[src/rtl/branch_pkg.sv]
// Shared types and constants for the branch predictor and redirect controller.
// Counter encodings, FSM states and the B-type func3 codes live here.
package branch_pkg;

   typedef enum logic [1:0] {
      IDLE     = 2'd0,
      REDIRECT = 2'd1,
      DRAIN    = 2'd2
   } bp_state_t;

   localparam logic [1:0] SNT = 2'b00;
   localparam logic [1:0] WNT = 2'b01;
   localparam logic [1:0] WT  = 2'b10;
   localparam logic [1:0] ST  = 2'b11;

   typedef enum logic [2:0] {
      F3_BEQ  = 3'b000,
      F3_BNE  = 3'b001,
      F3_BLT  = 3'b100,
      F3_BGE  = 3'b101,
      F3_BLTU = 3'b110,
      F3_BGEU = 3'b111
   } br_func3_t;

   function automatic logic [31:0] fallthrough_pc(input logic [31:0] pc);
      return pc + 32'd4;
   endfunction

   // A taken branch resumes at its target; a not-taken one at the next word.
   function automatic logic [31:0] correct_pc(input logic        cond,
                                              input logic [31:0] pc,
                                              input logic [31:0] target);
      return cond ? target : fallthrough_pc(pc);
   endfunction

endpackage

[src/rtl/branch_predict_ctrl_sat.sv]
// 2-bit saturating up/down counter update used on the training path.
module sat_counter2
   import branch_pkg::*;
(
   input  logic [1:0] count,
   input  logic       up,
   output logic [1:0] count_next
);

   always_comb begin
      count_next = count;
      if (up) begin
         if (count != ST) count_next = count + 2'd1;
      end else begin
         if (count != SNT) count_next = count - 2'd1;
      end
   end

endmodule

[src/rtl/branch_predict_ctrl.sv]
// Branch prediction table plus mispredict redirect/flush sequencer.
// Predicts in IF, trains from EX, and redirects fetch on a wrong guess.
module branch_predict_ctrl
   import branch_pkg::*;
#(
   parameter int BHT_ENTRIES  = 64,
   parameter int FLUSH_CYCLES = 2
) (
   input  logic        clk,
   input  logic        rst_n,
   input  logic [31:0] if_pc,
   output logic        pred_taken,
   input  logic        ex_valid,
   input  logic        ex_is_branch,
   input  logic [31:0] ex_pc,
   input  logic [31:0] ex_target,
   input  logic        ex_cond,
   input  logic        ex_pred_taken,
   output logic        redirect,
   output logic [31:0] redirect_pc,
   output logic        flush,
   output logic [31:0] br_count,
   output logic [31:0] mispred_count
);

   localparam int IDX_W   = $clog2(BHT_ENTRIES);
   localparam int DRAIN_W = (FLUSH_CYCLES > 1) ? $clog2(FLUSH_CYCLES) : 1;
   localparam logic [DRAIN_W-1:0] DRAIN_INIT = DRAIN_W'(FLUSH_CYCLES - 1);

   logic [1:0]         bht [BHT_ENTRIES];
   logic [IDX_W-1:0]   if_idx;
   logic [IDX_W-1:0]   ex_idx;
   logic [1:0]         trained;
   logic               resolve;
   logic               mispredict;
   logic               unused_if_bits;

   bp_state_t          state;
   bp_state_t          state_next;
   logic [DRAIN_W-1:0] drain;
   logic [DRAIN_W-1:0] drain_next;
   logic               redirect_next;
   logic               flush_next;
   logic [31:0]        redirect_pc_next;

   assign if_idx         = if_pc[IDX_W+1:2];
   assign ex_idx         = ex_pc[IDX_W+1:2];
   assign unused_if_bits = ^{if_pc[31:IDX_W+2], if_pc[1:0]};

   // Table read is a plain mux, so a same-cycle update is not yet visible.
   assign pred_taken = bht[if_idx][1];

   // Anything arriving while a redirect is in flight is wrong-path.
   assign resolve    = ex_valid & ex_is_branch & (state == IDLE);
   assign mispredict = resolve & (ex_cond != ex_pred_taken);

   sat_counter2 u_train (
      .count      (bht[ex_idx]),
      .up         (ex_cond),
      .count_next (trained)
   );

   always_ff @(posedge clk or negedge rst_n) begin
      if (!rst_n) begin
         for (int i = 0; i < BHT_ENTRIES; i++) bht[i] <= WNT;
      end else if (resolve) begin
         bht[ex_idx] <= trained;
      end
   end

   always_ff @(posedge clk or negedge rst_n) begin
      if (!rst_n) begin
         br_count      <= '0;
         mispred_count <= '0;
      end else begin
         if (resolve && br_count != '1) br_count <= br_count + 32'd1;
         if (mispredict && mispred_count != '1) mispred_count <= mispred_count + 32'd1;
      end
   end

   always_ff @(posedge clk or negedge rst_n) begin
      if (!rst_n) begin
         state       <= IDLE;
         drain       <= '0;
         redirect    <= 1'b0;
         flush       <= 1'b0;
         redirect_pc <= '0;
      end else begin
         state       <= state_next;
         drain       <= drain_next;
         redirect    <= redirect_next;
         flush       <= flush_next;
         redirect_pc <= redirect_pc_next;
      end
   end

   // Outputs are registered, so flush_next describes the cycle after this one.
   always_comb begin
      state_next       = state;
      drain_next       = drain;
      redirect_next    = 1'b0;
      flush_next       = 1'b0;
      redirect_pc_next = redirect_pc;
      case (state)
         IDLE: begin
            if (mispredict) begin
               redirect_pc_next = correct_pc(ex_cond, ex_pc, ex_target);
               redirect_next    = 1'b1;
               flush_next       = 1'b1;
               drain_next       = DRAIN_INIT;
               state_next       = REDIRECT;
            end
         end
         REDIRECT: begin
            if (drain == '0) begin
               state_next = IDLE;
            end else begin
               drain_next = drain - DRAIN_W'(1);
               flush_next = 1'b1;
               state_next = DRAIN;
            end
         end
         DRAIN: begin
            if (drain == '0) begin
               state_next = IDLE;
            end else begin
               drain_next = drain - DRAIN_W'(1);
               flush_next = 1'b1;
            end
         end
         default: begin
            state_next = IDLE;
         end
      endcase
   end

endmodule
[config.mk]
export PLATFORM = sky130hd
export DESIGN_NAME = branch_predict_ctrl
export DESIGN_NICKNAME = d
export VERILOG_FILES = /design/src/rtl/branch_pkg.sv /design/src/rtl/branch_predict_ctrl_sat.sv /design/src/rtl/branch_predict_ctrl.sv
export SDC_FILE = /design/constraint.sdc
export NUM_CORES = 1
export LEC_CHECK = 0
export CAP_MARGIN = 0
export CORE_ASPECT_RATIO = 2
export CORE_MARGIN = 4
export CORE_UTILIZATION = 49
export DETAILED_ROUTE_END_ITERATION = 12
export PLACE_DENSITY_LB_ADDON = 0.1
export SYNTH_ARGS = -nofsm -noshare
export SYNTH_HDL_FRONTEND = slang
export SYNTH_SLANG_ARGS = --single-unit
[constraint.sdc]
create_clock -name clk -period 3.7 [get_ports clk]
set_input_delay 0.74 -clock clk [delete_from_list [all_inputs] [get_ports clk]]
set_output_delay 0.74 -clock clk [all_outputs]
set_load 0.05 [all_outputs]
==> metrics.txt <==
dpl hpwl 28000 µm; synth-to-layout area growth 27.9%; Multi-input gate area 6150 µm²; commonest non-fill, non-tap cell in the layout nand2_1; Longest Clk Path Bufs 3; Max FO, Critical Path 8; # rows 82; Clock Sinks 229; ys async rst share 100%; PD cells 530 nW/µm²; Final setup viols 0; FF+latch area 5810 µm²; die width 121 µm; Top FF cell, synth dfrtp_1; # hold bufs at CTS 0; crit path time final 3590 ps; full die area 28100 µm²; LEAKAGE 6.35 nW; Port Buf Inserts 174; XOR/XNOR Fraction of Synth Area 5.93%; Mapped Avg Cell Area 9.50 µm²; Cells after Synth 1306; Fillers 2154; outcome finished, final reports clean; Final period util 97.2%; Area after DPL 15000 µm²; worst slew pin tran 855 ps; wire length of the first global-routing pass 59600 µm; core box area 25000 µm²; vias after detailed routing 10750; relative slew slack 42.5%; TritonRoute pass-1 iters 5; min-delay worst type primary input to async pin; nets 1616; post-synthesis simple-gate area fraction 20.0%; Fin. Hold Viols 0; post-synthesis cell area 12400 µm²; CTS clk-pin slew, worst paths 60 ps; Cell variety after synth 55; CTS tree done; sequential share of the synthesized area 46.8%; largest family of logic cells by synthesized area simple AND/OR/NAND/NOR gates; post-route ant nets 0; Routed WL 37700 µm; clock root cell clkbuf_16; vias in the first global route 10932; global-route usage over all layers 27.0%; DR vias/cell 5.78; initial DRC count 745; Ys Warns 0; IO Count 201; crit path capture type output port; complex-gate fraction of the synthesized area 13.5%; flops & latches, synth 229; pin count of the biggest net entering global routing 91; CTS Buf Count 22; DRC 0; Die Y 233 µm; pins over their slew limit 0; Post-Synth Adder-Cell Area 0.806%; post-CTS setup buffers 0; # H-tree levels 1; Clock Latency Late Sink 540 ps; routability cong. 0.915; share of cells above drive strength 1 16.5%; CP arrival 2850 ps; EDFF count, synth 0; DR WL/cell 20.3 µm; CP Data Required Time 2960 ps; most frequent cells in the layout nand2_1 (205), nor2_1 (179), clkdlybuf4s50_1 (167), dfrtp_1 (165); post-route core utilization 63.4%; initial antenna violation count 1; Max Cap Viol 0; RSZ-0062 raised after global routing false; Syn Nets 1416; Setup crit start kind primary input; Worst Clk Skew 26.8 ps; GR Overflow Total 0; initial core utilization 49.6%; multiplexer share of the synthesized area 9.03%; Fin Setup TNS 0 ps; Max VDD drop 407 µV; final instance area 15900 µm²; Max Freq 278 MHz; critical setup path kind primary input to output port
[routing by layer]
layer  routed length, µm  vias to the layer above  GRT usage, %
met5                   0                        -             0
met4                2030                        0          14.1
met3                1670                      116          2.93
met2               21100                      352          52.2
met1               12900                     5184          28.1
li1                    -                     5098             -
[power breakdown]
part | switching, mW | internal [mW]
registers | 0.317 | 2.98
clock network | 1.02 | 1.51
logic | 1.60 | 0.985
total | 2.94 | 5.48
[state kept, by name, summed over array words and instances (netlist names)]
name / flops
redirect: 1
drain: 1
br_count: 32
mispred_count: 32
state: 2
bht: 128
redirect_pc: 32
flush: 1
[cell usage after synthesis (5+ instances only)]
library cell	number	area (µm²)
nand2_1	206	773
nor2_1	179	672
dfrtp_1	165	4130
a31oi_1	68	425
dfstp_2	64	1680
o31ai_1	59	443
xnor2_1	59	517
o21ai_0	52	260
nand3_1	49	245
clkbuf_1	46	173
a21oi_1	45	225
mux4_2	34	766
nand4_1	27	169
xor2_1	25	219
mux2i_1	22	220
and3_1	19	119
nor3_1	16	80.1
inv_1	15	56.3
buf_2	14	70.1
mux2_2	12	135
nor4_1	12	75.1
and4_1	10	87.6
or3_1	10	62.6
buf_1	9	33.8
buf_6	9	101
ha_1	8	100
buf_4	6	45.0
nor2b_1	6	37.5
o41ai_1	5	43.8
[cell families after synthesis]
family | Yosys count
AND/OR/NAND/NOR | 555
AO/OA/AOI/OAI | 262
flip-flops | 229
buffers and inverters | 100
XOR/XNOR | 84
multiplexers | 68
adder cells (fa/ha/maj) | 8
[final timing paths]
path                           from               to  slack [ps]  depth (start not counted)
max in group asynchronous     rst_n          bht[50]        2570                          2
min reg2reg                 bht[86]          bht[86]         470                          2
max reg2reg                 bht[33]         bht[127]         780                          9
max                        if_pc[2]       pred_taken         110                          6
min in group clk            bht[86]          bht[86]         470                          2
min                           rst_n  redirect_pc[22]         210                          1
[critical path: stages]
cell,delay (ps)
buf_2,170
buf_12,170
mux4_2,510
mux4_2,530
mux4_2,550
buf_8,180
[metrics by stage]
step / power, mW / setup slack, ps / cells / hold slack, ps
3_5_place_dp: 5.93 / -305 / 1816 / 460
6_report: 8.42 / 105 / 1859 / 214
4_1_cts: 8.49 / 83.5 / 1858 / 240
2_1_floorplan: 4.90 / 166 / 1306 / 444
3_3_place_gp: 5.86 / -273 / 1816 / 454
5_1_grt: 8.80 / 79.8 / 1859 / 274
[area by class of cell]
class / instances / area share (%)
Timing Repair Buffer: 260 / 16.5
Antenna cell: 1 / 0.0158
Tap cell: 336 / 2.65
Clock inverter: 14 / 1.36
Sequential cell: 229 / 36.6
Inverter: 16 / 0.378
Multi-Input combinational cell: 977 / 38.7
Clock buffer: 26 / 3.76
[what timing repair did]
item | CTS | global route
hold endpoints to repair | 0 | 0
resized for setup | 9 | 0
setup endpoints to repair | 1 | 0
(Power assumes the default switching activity.)
